===== config.mk =====
export PLATFORM = sky130hd
export DESIGN_NAME = wiegand_in
export DESIGN_NICKNAME = d
export VERILOG_FILES = /design/src/rtl/wiegand_pkg.sv /design/src/rtl/wiegand_line_sync.sv /design/src/rtl/wiegand_in.sv
export SDC_FILE = /design/constraint.sdc
export NUM_CORES = 1
export LEC_CHECK = 0
export CAP_MARGIN = 0
export CORE_MARGIN = 5
export CORE_UTILIZATION = 45
export CTS_BUF_LIST = sky130_fd_sc_hd__clkbuf_4 sky130_fd_sc_hd__clkbuf_8
export DETAILED_ROUTE_END_ITERATION = 8
export GPL_TIMING_DRIVEN = 0
export PLACE_DENSITY = 0.67
export SLEW_MARGIN = 0
export SYNTH_ARGS = -nofsm -noshare
export SYNTH_HDL_FRONTEND = slang
export SYNTH_HIERARCHICAL = 1
export SYNTH_SLANG_ARGS = --single-unit

===== constraint.sdc =====
create_clock -name clk -period 3.8 [get_ports clk]
set_clock_uncertainty 0.1 [all_clocks]
set_input_delay 0.76 -clock clk [delete_from_list [all_inputs] [get_ports clk]]
set_output_delay 0.76 -clock clk [all_outputs]
set_load 0.005 [all_outputs]

===== src/rtl/wiegand_pkg.sv =====
// Shared Wiegand definitions: frame geometry, receive status codes and the
// state encoding used by both the transmitter and receiver sides.
package wiegand_pkg;

    localparam int WG_BITS    = 26;
    localparam int WG_ID_BITS = 24;

    localparam logic [1:0] WG_OK   = 2'd0;
    localparam logic [1:0] WG_PAR  = 2'd1;
    localparam logic [1:0] WG_LEN  = 2'd2;
    localparam logic [1:0] WG_LINE = 2'd3;

    typedef enum logic [2:0] {
        ST_ARMED,
        ST_IDLE,
        ST_PULSE,
        ST_GAP,
        ST_DONE
    } wg_state_t;

endpackage


===== src/rtl/wiegand_line_sync.sv =====
// Two-flop synchronizer for the two Wiegand data lines.
module wiegand_line_sync (
    input  logic       clk,
    input  logic       rst,
    input  logic [1:0] din,
    output logic [1:0] dout
);

    logic [1:0] sync_p0;
    logic [1:0] sync_p1;

    // Reset to 11 so a line already high at reset release is never mistaken
    // for a fresh idle-to-pulse transition; the receiver waits for a true 00.
    always_ff @(posedge clk or posedge rst) begin
        if (rst) begin
            sync_p0 <= 2'b11;
            sync_p1 <= 2'b11;
        end else begin
            sync_p0 <= din;
            sync_p1 <= sync_p0;
        end
    end

    assign dout = sync_p1;

endmodule


===== src/rtl/wiegand_in.sv =====
// Wiegand 26-bit receiver: filters D0/D1 pulses, assembles a frame, closes it
// on an idle gap and reports the frame with a length/parity/line-fault status.
module wiegand_in
    import wiegand_pkg::*;
#(
    parameter int MIN_PULSE   = 20,
    parameter int MAX_PULSE   = 1000,
    parameter int GAP_TIMEOUT = 5000
) (
    input  logic                  clk,
    input  logic                  rst,
    input  logic [1:0]            wigend,
    output logic [WG_BITS-1:0]    data,
    output logic [WG_ID_BITS-1:0] id,
    output logic                  valid,
    output logic [1:0]            err_code,
    output logic                  busy
);

    localparam int WW = $clog2(MAX_PULSE + 1);
    localparam int GW = $clog2(GAP_TIMEOUT + 1);

    localparam logic [WW-1:0] W_ACCEPT = WW'(MIN_PULSE - 1);
    localparam logic [WW-1:0] W_MIN    = WW'(MIN_PULSE);
    localparam logic [WW-1:0] W_MAX    = WW'(MAX_PULSE);
    localparam logic [GW-1:0] G_LAST   = GW'(GAP_TIMEOUT - 1);

    function automatic logic [WW-1:0] width_inc(input logic [WW-1:0] w);
        return (w == {WW{1'b1}}) ? w : w + 1'b1;
    endfunction

    function automatic logic [4:0] cnt_inc(input logic [4:0] c);
        return (c == 5'd31) ? c : c + 5'd1;
    endfunction

    function automatic logic parity_ok(input logic [WG_BITS-1:0] f);
        return (^f[25:13] == 1'b0) && (^f[12:0] == 1'b1);
    endfunction

    logic [1:0]         s;
    wg_state_t          state_q, state_d;
    logic [WW-1:0]      width_q, width_d;
    logic [GW-1:0]      gap_q, gap_d;
    logic [1:0]         line_q, line_d;
    logic [WG_BITS-1:0] shreg_q, shreg_d;
    logic [4:0]         bit_cnt_q, bit_cnt_d;
    logic               busy_q, busy_d;
    logic               fault_q, fault_d;
    logic [WG_BITS-1:0] data_q, data_d;
    logic [1:0]         err_q, err_d;

    wiegand_line_sync u_sync (
        .clk  (clk),
        .rst  (rst),
        .din  (wigend),
        .dout (s)
    );

    always_comb begin
        state_d   = state_q;
        width_d   = width_q;
        gap_d     = gap_q;
        line_d    = line_q;
        shreg_d   = shreg_q;
        bit_cnt_d = bit_cnt_q;
        busy_d    = busy_q;
        fault_d   = fault_q;
        data_d    = data_q;
        err_d     = err_q;

        unique case (state_q)
            ST_ARMED: begin
                if (s == 2'b00) state_d = ST_IDLE;
            end
            ST_IDLE, ST_GAP: begin
                if (s != 2'b00) begin
                    state_d = ST_PULSE;
                    width_d = WW'(1);
                    line_d  = s;
                    if (s == 2'b11) fault_d = 1'b1;
                end else if (state_q == ST_GAP) begin
                    if (gap_q == G_LAST) begin
                        // Frame closes: publish it with its status, then start clean.
                        state_d = ST_DONE;
                        data_d  = shreg_q;
                        if (fault_q)                           err_d = WG_LINE;
                        else if (bit_cnt_q != 5'(WG_BITS))     err_d = WG_LEN;
                        else if (!parity_ok(shreg_q))          err_d = WG_PAR;
                        else                                   err_d = WG_OK;
                        shreg_d   = '0;
                        bit_cnt_d = '0;
                        busy_d    = 1'b0;
                        fault_d   = 1'b0;
                    end else begin
                        gap_d = gap_q + 1'b1;
                    end
                end
            end
            ST_PULSE: begin
                if (s == 2'b00) begin
                    gap_d = '0;
                    if (width_q >= W_MIN || busy_q) begin
                        state_d = ST_GAP;
                    end else begin
                        // Glitch with no frame in progress leaves no trace at all.
                        state_d = ST_IDLE;
                        fault_d = 1'b0;
                    end
                end else begin
                    width_d = width_inc(width_q);
                    if (s == 2'b11 || width_q >= W_MAX) fault_d = 1'b1;
                    if (s == line_q && s != 2'b11 && width_q == W_ACCEPT) begin
                        shreg_d   = {shreg_q[WG_BITS-2:0], s[1]};
                        bit_cnt_d = cnt_inc(bit_cnt_q);
                        busy_d    = 1'b1;
                    end
                end
            end
            ST_DONE: begin
                state_d = ST_IDLE;
            end
            default: begin
                state_d = ST_ARMED;
            end
        endcase
    end

    always_ff @(posedge clk or posedge rst) begin
        if (rst) begin
            state_q   <= ST_ARMED;
            width_q   <= '0;
            gap_q     <= '0;
            line_q    <= '0;
            shreg_q   <= '0;
            bit_cnt_q <= '0;
            busy_q    <= 1'b0;
            fault_q   <= 1'b0;
            data_q    <= '0;
            err_q     <= WG_OK;
        end else begin
            state_q   <= state_d;
            width_q   <= width_d;
            gap_q     <= gap_d;
            line_q    <= line_d;
            shreg_q   <= shreg_d;
            bit_cnt_q <= bit_cnt_d;
            busy_q    <= busy_d;
            fault_q   <= fault_d;
            data_q    <= data_d;
            err_q     <= err_d;
        end
    end

    assign valid    = (state_q == ST_DONE);
    assign data     = data_q;
    assign id       = data_q[WG_ID_BITS:1];
    assign err_code = err_q;
    assign busy     = busy_q;

endmodule


==> results.toml, run 1 <==
[clocking]
cts.path.max_buffers = 2
clock_latency_ns = 0.35
clk_pin_slew_ns = 0.09
numCtsBuffers = 9
cts_tree = "done"
htree_levels = 3
holdBufCountCts = 0
clockRootBuffer = "clkbuf_8"
cts.sink_count = 93
postCtsSetupBuffers = 0
ctsResizeCount = 0

[global_route]
overflow = 0
antenna_found_initial = 0
grt_pass1_vias = 3485
grt.total_usage_pct = 15.60
grt_max_degree = 73
grt_pass1_wl_um = 16530

[logic_synthesis]
synth.top_cell.area_share_pct = 47.18
synthDistinctLibCells = 53
synth_commonest_cells = "nand2_1 (146), dfrtp_1 (89), o21ai_0 (36)"
synth_top_flop_cell = "dfrtp_1"
synth_nets = 518
synth-xor-area-share_pct = 8.614
synth.most_common_cell = "nand2_1"
synth_top_family_by_area = "simple AND/OR/NAND/NOR gates"
muxShareOfSynthArea_pct = 1.166
ys_warn_count = 6
synth_compound_area_share_pct = 8.402
synthAdderAreaFrac_pct = 2.385
synth_seq_cells = 93
synthSimpleGateAreaFrac_pct = 23.03
synth_area_leaders = "dfrtp_1 (47%), nand2_1 (12%), xnor2_1 (4.3%)"
synth_edf_count = 0
syn_area_um2 = 4721
syn_area_per_cell_um2 = 9.348
netlist_instances = 505
synthArstFlopShare_pct = 100.0
ys_seq_area_share_pct = 49.40
yosysTopAreaCell = "dfrtp_1"

[final_layout]
drive_gt1_share_pct = 11.57
multi_input_area_um2 = 2058
nets = 587
final_core_util_pct = 55.61
seq_area_um2 = 2332
antenna_cells = 0
syn_to_final_growth_pct = 21.07
fillers = 936

[floorplanning]
die_y_um = 112.4
start_util_pct = 45.93
fp.dieW_um = 112.4
rows = 37
design.core.area_um2 = 10280
ios = 58
die_area_um2 = 12640

[hold_path]
holdPathStages = 0
hold_start = "u_sync/sync_p0[0]"
worstHoldEndpoint = "u_sync/dout[0]"
hp-class = "flop to flop"

[route]
firstDrtPassIters = 5
drc = 0
vias = 3607
drt-initial-drc-count = 212
avgViaCountPerCell = 5.045
wl_um = 9499
antenna_left = 0
avgRoutedWirePerCell_um = 13.29

[timing]
relSlewSlack_pct = 45.48
finalHoldViolCount = 0
worstMarginPinSlew_ns = 0.8161
setup_viol = 0
post-route-min-period_ns = 2.692
slew_violations = 0
min_period_over_period_pct = 70.84
rsz0062_at_grt = "false"
fmax_mhz = 371.5
fin_tns_setup_ns = 0

[critical_path]
critPathCaptureType = "output port"
arrival_ns = 1.83
critPathMaxFanout = 10
crit_start = "state_q[1]"
r2r_start = "state_q[0]"
cp_data_required_time_ns = 2.94
r2r-end = "shreg_q[16]"
r2r_cells = 7
critPathKind = "flop to output port"
start_kind = "flop"
r2r_slack_ns = 1.19

[placement]
routabilityCongestion = 0.8864
portBuffers = 57
dp_hpwl_um = 6960

[power_and_ir_drop]
p_total_mw = 1.985
ir_drop_mv = 0.2150
leakagePower_nw = 2.618
powerDensity_nw_per_um2 = 347.2

[run_status]
status = "complete, no violations"

[flow_run]
drv_cap = 0
cells by family after synthesis:
logic type                 after synthesis
AOI/OAI and AO/OA                       64
xor gates and xnor gates                37
adders and majority gates                9
buffers and inverters                   62
DFF                                     93
muxes                                    5
and+or+nand+nor                        235
final cells by class:
cell class                 count  share of cell area (%)
sequential                    93                   40.81
multi-input combinational    350                   36.01
timing repair buffer          58                   10.46
buffer                        46                   4.729
tap                          136                   2.977
clock buffer                  11                   2.430
clock inverter                 5                   1.489
inverter                      16                   1.095
power breakdown:
part	internal (mW)	switching [mW]	leakage, nW
logic	0.0659	0.106	1.24
clock network	0.388	0.348	0.111
registers	1.03	0.0461	1.27
sequential cells by signal (all words and copies together) (netlist names), 2 cells and up:
name and flops:
width_q 10, shreg_q 26, u_sync/sync_p0 2, u_sync/dout 2, data 26, line_q 2
bit_cnt_q 5, err_code 2, state_q 3, gap_q 13
metrics by stage:
step | cell area (um^2) | instances | worst slack [ns] | hold WS (ns)
after CTS | 5715 | 715 | 1.095 | 0.2605
final | 5715 | 715 | 1.108 | 0.2598
after detailed placement | 5492 | 699 | 1.233 | 0.2473
after global placement | 5461 | 698 | -0.7825 | 0.2459
after global routing | 5715 | 715 | 0.9628 | 0.2658
after floorplan | 4721 | 505 | 0.6331 | 0.2452
critical path, cell delays in order, from the launching register on:
cell             delay [ns]
dfrtp_1                0.41
clkbuf_1               0.22
nor2_1                 0.18
and2_1                 0.17
clkdlybuf4s50_1        0.51
layout by cell type, fill, tap and decap left out, types with 3 or more instances in the layout:
| master | Yosys | final |
|---|---|---|
| xor2_1 | 8 | 8 |
| nor2_1 | 32 | 32 |
| and3_1 | 5 | 5 |
| nand3_1 | 7 | 7 |
| dfstp_2 | 4 | 4 |
| o211ai_1 | 4 | 4 |
| o21ai_0 | 36 | 36 |
| a21oi_1 | 5 | 5 |
| inv_1 | 16 | 15 |
| buf_2 | 5 | 5 |
| nor4_1 | 9 | 9 |
| clkbuf_1 | 16 | 16 |
| nand2_1 | 146 | 146 |
| ha_1 | 9 | 9 |
| buf_4 | 24 | 24 |
| xnor2_1 | 23 | 23 |
| nand4b_1 | 3 | 3 |
| clkdlybuf4s50_1 | 0 | 57 |
| mux2_2 | 4 | 4 |
| clkbuf_8 | 0 | 9 |
| nand4_1 | 4 | 4 |
| dfrtp_1 | 89 | 89 |
| or2_2 | 3 | 3 |
| xnor3_1 | 6 | 6 |
| nor3_1 | 4 | 4 |
per-layer routing:
layer / global-route usage, % / wire length (um) / vias to the layer above
li1: - / - / 1793
met3: 2.480 / 519 / 12
met2: 26.38 / 4578 / 95
met5: 0 / 0 / -
met1: 20.60 / 4281 / 1707
met4: 4.968 / 120 / 0
how the worst max path moves through the flow:
stage	end	slack, ns	depth (start not counted)
after floorplan	bit_cnt_q[0]	0.63	1
after global placement	data[4]	-0.78	2
after detailed placement	shreg_q[16]	1.23	7
after CTS	valid	1.09	4
after global routing	valid	0.96	4
final	valid	1.11	4
Power figures use the tool's default switching activity.
==> inputs of run 2 (changes only) <==
- clock period: 3.8 -> 2.8 ns (I/O delays scaled with it)
==> run 2 against run 1 <==
Net effect:
- utilization up 0.16 points
- register-to-register slack lost 0.92 ns
- critical path depth increased by 3
- via count grew 0.47%
- critical path type is now flop to flop
- sequential power increased by 35%
- sequential share of layout area down 0.12 points
- global-route usage increased by 0.21 points
- flip-flop and latch count stayed put
==> results.toml, run 2 (synthesis results as in run 1) <==
[run_status]
status = "complete, no violations"

[timing]
worstMarginPinSlew_ns = 0.7827
finalHoldViolCount = 0
setup_viol = 0
relSlewSlack_pct = 47.71
min_period_over_period_pct = 90.45
fmax_mhz = 394.8
fin_tns_setup_ns = 0
rsz0062_at_grt = "false"
post-route-min-period_ns = 2.533
slew_violations = 0

[critical_path]
path_cells = "clkbuf_1, nor3b_1, and3_1, a22oi_2, clkbuf_1, nand2_1, o21ai_0"
worst_path_max_delay_cell = "nor3b_1"
arrival_ns = 2.66
cp_data_required_time_ns = 2.93
r2r-end = "shreg_q[22]"
r2r_cells = 7
cpMostUsedCell = "clkbuf_1"
max_stage_delay_ns = 0.67
start_kind = "flop"
r2r_slack_ns = 0.27
r2r_start = "state_q[0]"
critPathMaxFanout = 10
critPathKind = "flop to flop"
critPathCaptureType = "flop"

[global_route]
grt.total_usage_pct = 15.81
grt_max_degree = 44
overflow = 0
grt_pass1_vias = 3452
grt_pass1_wl_um = 16630
antenna_found_initial = 0

[clocking]
clockRootBuffer = "clkbuf_8"
clk_pin_slew_ns = 0.09
holdBufCountCts = 0
cts_tree = "done"
postCtsSetupBuffers = 0
numCtsBuffers = 9
ctsResizeCount = 0
cts.sink_count = 93
cts.path.max_buffers = 2
htree_levels = 3
clock_latency_ns = 0.37

[final_layout]
nets = 588
final_common_cell = "nand2_1"
syn_to_final_growth_pct = 21.42
drive_gt1_share_pct = 11.72
final_cell_mix = "nand2_1 (146), dfrtp_1 (89), clkdlybuf4s50_1 (57)"
antenna_cells = 0

[hold_path]
hp-class = "flop to flop"
holdPathStages = 0
worstHoldEndpoint = "u_sync/dout[0]"
hold_start = "u_sync/sync_p0[0]"

[floorplanning]
rows = 37
fp.dieW_um = 112.4
design.core.area_um2 = 10280
start_util_pct = 45.93
ios = 58
die_area_um2 = 12640
die_y_um = 112.4

[placement]
portBuffers = 57
routabilityCongestion = 0.8714
dp_hpwl_um = 6934

[power_and_ir_drop]
p_total_mw = 2.712
powerDensity_nw_per_um2 = 473.1
ir_drop_mv = 0.3422
leakagePower_nw = 2.627

[route]
avgRoutedWirePerCell_um = 13.27
wl_um = 9500
drt-initial-drc-count = 177
firstDrtPassIters = 4
drc = 0
antenna_left = 0
vias = 3624
avgViaCountPerCell = 5.061

[flow_run]
drv_cap = 0
-- run 2: changes by cell type in the layout (fill, tap and decap cells not counted) --
cell / change
buf_12: +2
buf_16: -1
clkbuf_8: +1
clkinv_2: +1
clkinv_4: -1
inv_4: -1
-- run 2: worst max path at each step --
stage / startpoint / to / slack (ns) / cells past startpoint
5_1_grt: state_q[0] / shreg_q[22] / 0.005 / 7
6_report: state_q[0] / shreg_q[22] / 0.27 / 7
3_3_place_gp: rst / data[5] / 0.12 / 2
3_5_place_dp: state_q[0] / shreg_q[12] / 0.32 / 7
4_1_cts: state_q[0] / shreg_q[22] / 0.27 / 7
2_1_floorplan: width_q[5] / bit_cnt_q[0] / 0.67 / 5
-- run 2: worst max-delay path, delay by kind of cell, from the launching register on --
kind                   cells  cell delay, ns
AOI/OAI and AO/OA          2            0.30
and+or+nand+nor            3            1.16
buffers and inverters      2            0.46
DFF                        1            0.38
-- run 2: stage by stage --
step / util [%] / instance area, um^2 / hold WS [ns] / cells / setup slack, ns
finish: 55.77 / 5732 / 0.2587 / 716 / 0.2673
global route: 55.77 / 5732 / 0.2640 / 716 / 0.004617
CTS: 55.77 / 5732 / 0.2597 / 716 / 0.2725
detailed placement: 53.57 / 5505 / 0.2470 / 700 / 0.3201
global placement: 53.18 / 5465 / 0.2459 / 698 / 0.1193
floorplan: - / 4725 / 0.2452 / 505 / 0.6728
-- run 2: layout make-up --
type / count / area (um^2)
buffer: 46 / 270.3
multi-input combinational: 350 / 2058
fill: 922 / 4546
inverter: 16 / 63.81
sequential: 93 / 2332
clock buffer: 12 / 152.6
clock inverter: 4 / 73.82
tap: 136 / 170.2
timing repair buffer: 59 / 610.6
-- run 2: metal layers --
layer | up-vias | global-route usage (%) | share of wire [%]
met4 | 0 | 6.170 | 1.6
li1 | 1798 | - | -
met3 | 13 | 2.588 | 4.6
met1 | 1735 | 21.40 | 46
met5 | - | 0 | 0
met2 | 78 | 25.51 | 48
-- run 2: where the power goes --
part           switching (mW)  total, mW  internal (mW)
sequential             0.0610       1.46           1.40
clock                   0.468       1.02          0.548
combinational           0.146      0.237         0.0912
total                   0.675       2.71           2.04
==> inputs of run 3 (changes only) <==
- ABC_CLOCK_PERIOD_IN_PS: default -> 2400
- clock period: 2.8 -> 2.4 ns (I/O delays scaled with it)
==> run 3 against run 2 <==
Net effect:
- final cell count grew 0.98%
- critical path type is now flop to output port
- largest power group unchanged
- clock power rose by 16%
- combinational power rose by 21%
- critical path depth fell by 3
- via count up 0.88%
- hold slack about the same
- sequential power increased by 16%
- cell area rose by 1.7%
- utilization increased by 0.96 points
- total power rose by 17%
- flip-flop and latch count unchanged
==> results.toml, run 3 (synthesis results as in run 1) <==
[run_status]
status = "complete, no violations"

[critical_path]
start_kind = "flop"
r2r_cells = 7
arrival_ns = 1.72
critPathCaptureType = "output port"
critPathMaxFanout = 10
cp_data_required_time_ns = 1.82
critPathKind = "flop to output port"

[floorplanning]
fp.dieW_um = 112.4
rows = 37
design.core.area_um2 = 10280
die_y_um = 112.4
die_area_um2 = 12640
ios = 58
start_util_pct = 45.93

[power_and_ir_drop]
switching_share_pct = 24.85
clkPwrFrac_pct = 37.3
ir_drop_mv = 0.3943
leakagePower_nw = 2.682
power_frac_comb_pct = 9.0
p_seq_share_pct = 53.6
intPower_mw = 2.385
power.switching_uw = 788.5
powerDensity_nw_per_um2 = 544.3

[timing]
setup_viol = 0
timing.hold.ws_ns = 0.2587
min_period_over_period_pct = 95.88
finalHoldViolCount = 0
fmax_mhz = 434.6
post-route-min-period_ns = 2.301
worstMarginPinSlew_ns = 0.5945
relSlewSlack_pct = 60.22
setup_slack_ns = 0.09892
slew_violations = 0

[placement]
dpl-instance-area_um2 = 5505
dp_hpwl_um = 6934
portBuffers = 57
routabilityCongestion = 0.8714
dp_slack_ns = -0.07992
placed_cells = 700

[clocking]
clock_latency_ns = 0.37
clk_pin_slew_ns = 0.08
cts.path.max_buffers = 2
clockRootBuffer = "clkbuf_8"
cts_tree = "done"
cts.sink_count = 93
htree_levels = 3
holdBufCountCts = 0
numCtsBuffers = 9

[final_layout]
final_cell_mix = "nand2_1 (146), dfrtp_1 (89), clkdlybuf4s50_1 (57)"
nets = 595
antenna_cells = 0
drive_gt1_share_pct = 14.65
layout.cells.non_filler = 723
final_area_um2 = 5831
final_common_cell = "nand2_1"
final_core_util_pct = 56.73
syn_to_final_growth_pct = 23.51

[global_route]
antenna_found_initial = 0
use_met2_pct = 26.02
gr-usage-met3_pct = 2.534
grt_pass1_wl_um = 16730
grt_most_used_layer = "met2"
grt.total_usage_pct = 15.93
overflow = 0
met1_usage_pct = 21.32
grt_pass1_vias = 3475
grt_max_degree = 44

[route]
vias = 3656
antenna_left = 0
wl_um = 9729
avgViaCountPerCell = 5.057
firstDrtPassIters = 4
drc = 0
avgRoutedWirePerCell_um = 13.46
drt-initial-drc-count = 171

[hold_path]
holdPathStages = 0
hp-class = "flop to flop"

[flow_run]
drv_cap = 0
[run 3: changes by cell type in the layout (fill, tap and decap cells not counted), moves of 2 or more]
cell / delta
nor2_2: +2
clkbuf_1: -7
clkbuf_4: +2
buf_4: +10
o21ai_0: -3
o21ai_1: +3
nor2_1: -2
[run 3: path summary, 6_finish.rpt]
path,start,endpoint,slack [ns]
hold reg to reg,u_sync/sync_p0[0],u_sync/dout[0],0.26
setup / recovery,state_q[1],valid,0.1
max in group asynchronous,rst,data[11],1.07
setup reg to reg,u_sync/dout[0],bit_cnt_q[0],0.13
hold / removal,u_sync/sync_p0[0],u_sync/dout[0],0.26
min in group asynchronous,rst,width_q[1],0.37
[run 3: power by group through the flow]
stage	clock (mW)	combinational, mW	sequential (mW)
2_1_floorplan	0	0.211	1.71
3_3_place_gp	0	0.264	1.73
3_5_place_dp	0	0.282	1.73
4_1_cts	1.21	0.282	1.70
5_1_grt	1.28	0.330	1.71
6_report	1.18	0.287	1.70
[run 3: area by class of cell]
class                      instances  area (um^2)
buffer                            45        284.0
clock buffer                      12        152.6
clock inverter                     4        73.82
fill                             908         4447
inverter                          16        63.81
multi-input combinational        350         2083
sequential                        93         2332
tap                              136        170.2
timing repair buffer              67        670.6
[run 3: stage by stage]
step                      setup TNS (ns)  power [mW]
after floorplan                        0       1.925
after global routing           -0.001217       3.327
after CTS                              0       3.197
final                                  0       3.174
after detailed placement          -1.143       2.013
after global placement            -18.73       1.995
[run 3: layer usage]
metal / routed length [um] / vias to the layer above
met3: 504 / 15
met2: 4695 / 89
met1: 4345 / 1737
met4: 183 / 0
li1: - / 1815
met5: 0 / -
[run 3: critical path, cell delays in order (launching register included)]
cell,delay [ns]
dfrtp_1,0.40
clkbuf_4,0.19
nor2_2,0.10
and2_1,0.16
clkdlybuf4s50_1,0.50
[run 3: timing repair]
item | 4_1_cts | 5_1_grt
endpoints found under the setup margin | 30 | 71
resized for setup | 3 | 26
buffers inserted | 1 | 7
pin swaps | 1 | 2
